$ cat src/rtl/xtea_iter_engine_if.sv
//------------------------------------------------------------------------------
// xtea_iter_engine_if
// Key/data handshake bundle between a cipher driver and the XTEA engine.
//   i_flag    1 = encrypt, 0 = decrypt (qualified by i_din_en)
//   i_key     128-bit key {k0,k1,k2,k3}
//   i_key_en  key load strobe
//   i_din     64-bit input block {v0,v1}
//   i_din_en  block start strobe
//   o_dout    64-bit result block {v0,v1}
//   o_dout_en one-cycle result-valid pulse
//   o_key_ok  key loaded, blocks may be issued
//   o_busy    block in progress
// Modports: master = driver side, slave = engine side.
// Revision: 1.0 - initial release
//------------------------------------------------------------------------------
`default_nettype none

interface xtea_iter_engine_if;
  logic         i_flag;
  logic [127:0] i_key;
  logic         i_key_en;
  logic [63:0]  i_din;
  logic         i_din_en;
  logic [63:0]  o_dout;
  logic         o_dout_en;
  logic         o_key_ok;
  logic         o_busy;

  modport master (
    output i_flag, i_key, i_key_en, i_din, i_din_en,
    input  o_dout, o_dout_en, o_key_ok, o_busy
  );

  modport slave (
    input  i_flag, i_key, i_key_en, i_din, i_din_en,
    output o_dout, o_dout_en, o_key_ok, o_busy
  );
endinterface

`default_nettype wire

$ cat src/rtl/xtea_iter_engine.sv
//------------------------------------------------------------------------------
// xtea_iter_engine
// Iterative XTEA engine: one full XTEA cycle (two Feistel half-rounds) per
// clock, result after ROUNDS+2 edges.
//   i_clk  rising-edge clock
//   i_rst  asynchronous active-high reset
//   bus    xtea_iter_engine_if.slave (key load, block start, result, status)
// Parameters: ROUNDS (1..63 XTEA cycles per block), DELTA (schedule constant)
// Revision: 1.0 - initial release
//------------------------------------------------------------------------------
`default_nettype none

module xtea_iter_engine #(
  parameter int          ROUNDS = 32,
  parameter logic [31:0] DELTA  = 32'h9E3779B9
) (
  input  logic                  i_clk,
  input  logic                  i_rst,
  xtea_iter_engine_if.slave     bus
);

  typedef enum logic [1:0] {
    IDLE = 2'd0,
    RUN  = 2'd1,
    DONE = 2'd2
  } state_t;

  // Decryption starts from the sum the encryption ends with.
  localparam logic [31:0] DEC_SUM = DELTA * 32'(ROUNDS);
  localparam logic [5:0]  LAST    = 6'(ROUNDS - 1);

  state_t       state;
  logic [127:0] key_reg;
  logic [127:0] run_key;   // key snapshot for the block in flight
  logic [31:0]  v0, v1, sum;
  logic         mode;
  logic [5:0]   count;
  logic [63:0]  dout;
  logic         dout_en, key_ok, busy;

  logic [31:0]  enc_v0, enc_v1, enc_sum;
  logic [31:0]  dec_v0, dec_v1, dec_sum;
  logic [31:0]  nxt_v0, nxt_v1, nxt_sum;

  function automatic logic [31:0] mix(input logic [31:0] x);
    return ((x << 4) ^ (x >> 5)) + x;
  endfunction

  function automatic logic [31:0] kword(input logic [127:0] k, input logic [1:0] idx);
    case (idx)
      2'd0:    kword = k[127:96];
      2'd1:    kword = k[95:64];
      2'd2:    kword = k[63:32];
      default: kword = k[31:0];
    endcase
  endfunction

  always_comb begin
    enc_v0  = v0 + (mix(v1) ^ (sum + kword(run_key, sum[1:0])));
    enc_sum = sum + DELTA;
    enc_v1  = v1 + (mix(enc_v0) ^ (enc_sum + kword(run_key, enc_sum[12:11])));

    dec_v1  = v1 - (mix(v0) ^ (sum + kword(run_key, sum[12:11])));
    dec_sum = sum - DELTA;
    dec_v0  = v0 - (mix(dec_v1) ^ (dec_sum + kword(run_key, dec_sum[1:0])));

    nxt_v0  = mode ? enc_v0  : dec_v0;
    nxt_v1  = mode ? enc_v1  : dec_v1;
    nxt_sum = mode ? enc_sum : dec_sum;
  end

  always_ff @(posedge i_clk or posedge i_rst) begin
    if (i_rst) begin
      state   <= IDLE;
      key_reg <= '0;
      run_key <= '0;
      v0      <= '0;
      v1      <= '0;
      sum     <= '0;
      mode    <= 1'b0;
      count   <= '0;
      dout    <= '0;
      dout_en <= 1'b0;
      key_ok  <= 1'b0;
      busy    <= 1'b0;
    end else begin
      dout_en <= 1'b0;

      // Key loads are only honoured between blocks.
      if (bus.i_key_en && state == IDLE) begin
        key_reg <= bus.i_key;
        key_ok  <= 1'b1;
      end

      case (state)
        IDLE: begin
          // key_ok is the pre-edge value: a simultaneous key load never
          // starts a block on its own, and an already-loaded key is the one
          // snapshotted here.
          if (bus.i_din_en && key_ok) begin
            run_key <= key_reg;
            v0      <= bus.i_din[63:32];
            v1      <= bus.i_din[31:0];
            mode    <= bus.i_flag;
            count   <= '0;
            sum     <= bus.i_flag ? 32'd0 : DEC_SUM;
            busy    <= 1'b1;
            state   <= RUN;
          end
        end
        RUN: begin
          v0    <= nxt_v0;
          v1    <= nxt_v1;
          sum   <= nxt_sum;
          count <= count + 6'd1;
          if (count == LAST) state <= DONE;
        end
        DONE: begin
          dout    <= {v0, v1};
          dout_en <= 1'b1;
          busy    <= 1'b0;
          state   <= IDLE;
        end
        default: state <= IDLE;
      endcase
    end
  end

  assign bus.o_dout    = dout;
  assign bus.o_dout_en = dout_en;
  assign bus.o_key_ok  = key_ok;
  assign bus.o_busy    = busy;

endmodule

`default_nettype wire

$ cat src/flat_wrapper.sv
// flat-port wrapper written by rule: the top's interface ports become plain ports
module xtea_iter_engine_flat 
#(
  parameter int          ROUNDS = 32,
  parameter logic [31:0] DELTA  = 32'h9E3779B9
)
  (i_clk, i_rst, bus_i_flag, bus_i_key, bus_i_key_en, bus_i_din, bus_i_din_en, bus_o_dout, bus_o_dout_en, bus_o_key_ok, bus_o_busy);
  xtea_iter_engine_if bus_i ();
  input  logic i_clk;
  input  logic i_rst;
  input wire logic [$bits(bus_i.i_flag)-1:0] bus_i_flag;
  input wire logic [$bits(bus_i.i_key)-1:0] bus_i_key;
  input wire logic [$bits(bus_i.i_key_en)-1:0] bus_i_key_en;
  input wire logic [$bits(bus_i.i_din)-1:0] bus_i_din;
  input wire logic [$bits(bus_i.i_din_en)-1:0] bus_i_din_en;
  output wire logic [$bits(bus_i.o_dout)-1:0] bus_o_dout;
  output wire logic [$bits(bus_i.o_dout_en)-1:0] bus_o_dout_en;
  output wire logic [$bits(bus_i.o_key_ok)-1:0] bus_o_key_ok;
  output wire logic [$bits(bus_i.o_busy)-1:0] bus_o_busy;
  assign bus_i.i_flag = bus_i_flag;
  assign bus_i.i_key = bus_i_key;
  assign bus_i.i_key_en = bus_i_key_en;
  assign bus_i.i_din = bus_i_din;
  assign bus_i.i_din_en = bus_i_din_en;
  assign bus_o_dout = bus_i.o_dout;
  assign bus_o_dout_en = bus_i.o_dout_en;
  assign bus_o_key_ok = bus_i.o_key_ok;
  assign bus_o_busy = bus_i.o_busy;
  xtea_iter_engine #(.ROUNDS(ROUNDS), .DELTA(DELTA)) u_core (.i_clk(i_clk), .i_rst(i_rst), .bus(bus_i));
endmodule
$ cat config.mk
export PLATFORM = sky130hd
export DESIGN_NAME = xtea_iter_engine_flat
export DESIGN_NICKNAME = d
export VERILOG_FILES = /design/src/rtl/xtea_iter_engine_if.sv /design/src/rtl/xtea_iter_engine.sv /design/src/flat_wrapper.sv
export SDC_FILE = /design/constraint.sdc
export NUM_CORES = 2
export LEC_CHECK = 0
export ABC_AREA = 1
export BUFFER_PORTS_ARGS = -buffer_cell sky130_fd_sc_hd__clkbuf_2
export CELL_PAD_IN_SITES_DETAIL_PLACEMENT = 0
export CELL_PAD_IN_SITES_GLOBAL_PLACEMENT = 1
export CORE_ASPECT_RATIO = 0.6
export CORE_MARGIN = 2
export CORE_UTILIZATION = 44
export DETAILED_ROUTE_END_ITERATION = 16
export GPL_TIMING_DRIVEN = 0
export PLACE_DENSITY = 0.84
export SLEW_MARGIN = 20
export SYNTH_ARGS = -nofsm -noshare
export SYNTH_HDL_FRONTEND = slang
export SYNTH_SLANG_ARGS = --single-unit
$ cat constraint.sdc
create_clock -name i_clk -period 39.9 [get_ports i_clk]
set_clock_uncertainty 0.1 [all_clocks]
set_input_delay 3.99 -clock i_clk [delete_from_list [all_inputs] [get_ports i_clk]]
set_output_delay 3.99 -clock i_clk [all_outputs]
set_load 0.02 [all_outputs]
After elaboration in Yosys (flattened, before gate mapping) --
Index checks and enable logic that the tools add are counted.
Operators by class: $add $sub $neg 15, equal/unequal tests 13, muxes and demuxes 22, bitwise operators 8, reduce and logical (&&, ||, !) cells 13
Operator list (count):
- case mux 32 bit (3 select lines) | 4
- adder 32 bit | 10
- 2-to-1 mux 32 bit | 7
- case mux 32 bit (2 select lines) | 3
- XOR 32 x 27 -> 32 bit | 4
- XOR 32 bit | 4
- subtractor 32 bit | 2
- adder 32 bit (second input constant) | 1
- subtractor 32 bit (second input constant) | 1
- case mux 6 bit (2 select lines) | 1
- equality test 2 x 1 -> 1 bit (second input constant) | 5
- equality test 2 bit (second input constant) | 5
- zero test 2 bit | 5
- AND reduction 2 bit | 4
- adder 6 x 1 -> 6 bit (second input constant) | 1
- equality test 6 x 5 -> 1 bit (second input constant) | 1
- 2-to-1 mux 6 bit | 1
- 2-to-1 mux 2 bit | 2
- case mux 2 bit (2 select lines) | 1
- nonzero test 2 bit | 2
- logical AND 1 bit | 2
- 2-to-1 mux 1 bit | 2
- inequality test 2 x 1 -> 1 bit (second input constant) | 1
- inequality test 2 bit (second input constant) | 1
- case mux 1 bit (2 select lines) | 1
Word-level totals: register bits 428, input bits 197, output and inout bits 67

Logic depth before layout (Yosys ltp) --
depth after elaboration 11, depth in mapped cells 57, depth with buffers taken out 55

Worst setup path before layout --
OpenSTA, ideal clock, no wires.
kind reg-to-reg, start register u_core.sum[1], end register u_core.v1[30], setup time 0.087 ns, data arrival time 7.871 ns, required time 39.713 ns, setup slack 31.842 ns, cell stages (with the launch flop) 51, buffers on the path 2, clock period less this slack 8.058 ns, path through dfrtp_1 inv_1 ha_1 clkbuf_1 inv_1 clkbuf_1 o22ai_1 a211oi_1 a21oi_1 ha_1 inv_1 fa_1 o21ai_1 a31oi_1 o21ai_1 a21boi_2 inv_1 a21oi_2 [... 15 more ...] nand2_1 inv_1 o21ai_0 xor2_1 xor2_1 ha_1 nand2_1 nor2_1 nor3b_1 nand4_1 nand3_1 nand3_1 nand2_1 a21oi_1 o21ai_0 xor2_1 o211ai_1 a22oi_1
Between the ends: word-level cells in the longest chain between the ends 11
Ends and longest elaborated chain:
- start: declaration | line xtea_iter_engine.sv:35 | logic [31:0] v0, v1, sum;
- start signal: assignment | line xtea_iter_engine.sv:106 | sum <= bus.i_flag ? 32'd0 : DEC_SUM;
- start signal: assignment | line xtea_iter_engine.sv:114 | sum <= nxt_sum;
- equality test 2 bit, or another cell as far along | line xtea_iter_engine.sv:50 | case (idx)
- case mux 32 bit (3 select lines) | line xtea_iter_engine.sv:50
- adder 32 bit | line xtea_iter_engine.sv:59 | enc_v0 = v0 + (mix(v1) ^ (sum + kword(run_key, sum[1:0])));
- XOR 32 bit | line xtea_iter_engine.sv:59
- adder 32 bit | line xtea_iter_engine.sv:59
- XOR 32 x 27 -> 32 bit | line xtea_iter_engine.sv:46 | return ((x << 4) ^ (x >> 5)) + x;
- adder 32 bit | line xtea_iter_engine.sv:46
- XOR 32 bit | line xtea_iter_engine.sv:61 | enc_v1 = v1 + (mix(enc_v0) ^ (enc_sum + kword(run_key, enc_sum[12:11])));
- adder 32 bit | line xtea_iter_engine.sv:61
- 2-to-1 mux 32 bit * | line xtea_iter_engine.sv:68 | nxt_v1 = mode ? enc_v1 : dec_v1;
- case mux 32 bit (2 select lines) * | line xtea_iter_engine.sv:95 | case (state)
- end signal: assignment | line xtea_iter_engine.sv:103 | v1 <= bus.i_din[31:0];
- end signal: assignment | line xtea_iter_engine.sv:113 | v1 <= nxt_v1;
- end: declaration | line xtea_iter_engine.sv:35
Mark *: on every way between the ends. The rest lies on a longest branch, timed or not. A chain may end at the register's enable or synchronous reset.

Worst setup path in the final report --
start register u_core.sum[1], end register u_core.v1[31]
Same word-level chain as after synthesis.

==> run summary <==
The run finished with clean final reports. For the number of standard-cell rows in the floorplan, the log shows 88. The number of buffer cells added on primary ports is 263, and the post-synthesis sequential area ratio is 0.249. Clock-pin slew was measured on the worst setup and hold paths at 0.07 ns. At the pin with the least slew margin, the transition time is 1.34 ns.

The detailed router put a total of 105000 µm of wire on met1. STA classifies the critical path endpoint as a register. In this run, CTS created clock tree buffers numbering 43. STA puts the critical path data required time at 40.32 ns. The path class of the tightest hold or removal check is register to register. The die is 246 µm tall. The die covers 0.100 mm². The library cell contributing the largest single delay on the critical path is xor2_1. The first global-routing pass estimated 312000 µm of wire. The logs give 0.446 for the initial standard-cell utilization of the core and 1.09 for the final estimated routing congestion in global placement. The tools report the max-slew violation count as 0. Entering global routing, the biggest net connects 96 pins.

The final non-filler cell total came out at 7803. Share of final-layout standard cells stronger than drive strength 1: 0.0863. Most common library cell in the layout ignoring fill and taps: nand2_1.

Setup violations remaining at the end of the flow were counted as 0. The worst slew slack as a fraction of its limit was 0.110. The dominant register cell in the synthesized netlist was dfrtp_1. By instance count, the cell type seen most on the critical path is inv_1. Including well taps, the total number of placed cells is 7714.

The largest total area in the synthesized netlist belongs to dfrtp_1. Setup total negative slack on the finished layout was measured at 0 ns. The top routing layer in use is met5. Max-cap violations in this run came to 0. Number of enable flip-flop cells after synthesis: 0.

In the final layout, the multi-input gates occupy 0.0286 mm². Via count of the first global-routing pass: 41.7k. In this run the count of I/O pins placed on the die edge is 264. The routed wirelength normalized by instance count came out at 29.2 µm. For the data arrival time of the worst path, the log shows 15.22 ns.

The post-synth design cell area was 0.0430 mm²; the width of the chip was 407 µm. Counting I/O delays and the setup requirement, the final critical path takes 14.80 ns. The average via count per standard cell was 6.06; the count of fill cells added during filler insertion was 9987. The utilization after layout was 0.494; the overall routing resource usage was 0.439. Share of synthesized flip-flops with an asynchronous set or reset: 1.00. After detailed routing, the met2 layer carries 75500 µm of wire. The critical path is of the register to register type. The initial antenna violation count is 10. The count of nets after finishing is 7059. The cell sitting at the root of the clock tree is a clkbuf_16. After synthesis, the cell types taking the most area are dfrtp_1 (25%), ha_1 (11%), nand2_1 (11%). In this design, the stage delay of the slowest critical-path cell is 0.80 ns. The Yosys step of the flow raised 0 warnings. The top cell types in the final layout, fill and taps aside, are nand2_1 (1298), inv_1 (759), a21oi_1 (604).

In the synthesized netlist, the number of instances is 6137. The register cell area after layout is 0.0107 mm². Critical-path maximum fanout: 10. The longest clock path from root to sink contains 3 buffers. The hold buffer count at CTS was 0; the routed wire length on met3 was 41800 µm.

The final clock period utilization by the worst path was 0.371; the register bit total from synthesis was 428. Number of unique standard cell types used by synthesis: 71. Static timing analysis puts the maximum clock frequency at 67.6 MHz. The number of remaining DRC errors is 0, and the clock sink count is 428. The post-synthesis area per instance was 7.00 µm². For the total congestion overflow after global routing, the log shows 0. The worst setup path is launched from a register. In this run the post-CTS setup repair buffer count came out at 0. The remaining antenna violation count after routing was 0; the routed wire length was 228000 µm. The number of resized instances in the post-cts repair step was 0; the area of the core was 0.0965 mm².

The layout-stage area growth over the synthesis result is 10.8%, and the number of failing hold endpoints at the final stage is 0. Setup repair after global routing left no endpoint under its margin. Top cell type's share of synthesized area: 0.249. TritonCTS built the clock tree. For the H-tree depth reported by CTS, the log shows 2. The run gives 6741 as the total nets after synthesis. The clock reaches the later pin of the worst-skew pair after 0.66 ns.

For the count of vias placed by the detailed router, the log shows 47.3k. The HPWL after detailed placement came out at 192000 µm. In this run, the number of DRC markers left after iteration 0 of detailed routing was 7664.

The first detailed-routing pass took 6 iterations.
[synth_stat cells (all sizes together), types with 80 or more instances]
cell type and n:
a21oi 619, o22ai 80, xnor2 147, nor2 403, o21ai 552, nand2 1333
clkbuf 172, dfrtp 428, ha 395, inv 783, xor2 399, nand3 196
[routing by layer]
metal  global-route usage  up-vias
li1                     -    21300
met1                0.658    22500
met2                0.509     3260
met3                0.258      293
met4               0.0986       12
met5              0.00718        -
[worst max-delay path: cells and delay by family, from the launching register on]
| family | cells | cell delay (ns) |
|---|---|---|
| AOI/OAI and AO/OA | 18 | 5.17 |
| buffers and inverters | 11 | 2.79 |
| and+or+nand+nor | 10 | 2.41 |
| xor gates and xnor gates | 5 | 1.69 |
| adders and majority gates | 6 | 1.95 |
| DFF | 1 | 0.52 |
[cell families (layout without fill, tap and decap cells)]
group	after synthesis	after routing	share of synthesized area
AND/OR/NAND/NOR	2079	2079	0.200
AO/OA/AOI/OAI	1667	1667	0.225
buffers and inverters	985	1329	0.0870
XOR/XNOR	547	547	0.112
flip-flops	428	428	0.249
adder cells (fa/ha/maj)	407	407	0.121
multiplexers	24	24	0.00629
other	0	17	0
[layout make-up]
type	instances	share of cell area
antenna	17	0.000893
buffer	199	0.0173
clock buffer	56	0.0245
clock inverter	15	0.00336
inverter	786	0.0622
multi-input combinational	4724	0.600
sequential	428	0.225
tap	1305	0.0343
timing repair buffer	273	0.0331
[final timing paths]
kind	from	to	slack, ns	depth (start not counted)
hold reg to reg	u_core.key_reg[115]	u_core.run_key[115]	0.36	2
hold / removal	u_core.key_reg[115]	u_core.run_key[115]	0.36	2
max in group asynchronous	i_rst	u_core.v1[28]	34.92	4
min in group asynchronous	i_rst	u_core.key_reg[4]	3.31	2
setup reg to reg	u_core.sum[1]	u_core.v1[31]	25.10	50
setup / recovery	u_core.sum[1]	u_core.v1[31]	25.10	50
[stage by stage]
stage	hold slack [ns]	setup WS [ns]	area, µm²
4_1_cts	0.369	26.39	47600
6_report	0.364	25.10	47600
5_1_grt	0.390	25.21	47600
2_1_floorplan	0.327	23.89	43000
3_3_place_gp	0.349	18.82	45900
3_5_place_dp	0.352	26.46	46200
Power is left out: the tool's default activity adds up to more than one toggle a clock period on the data nets, which glitch-free logic cannot reach.
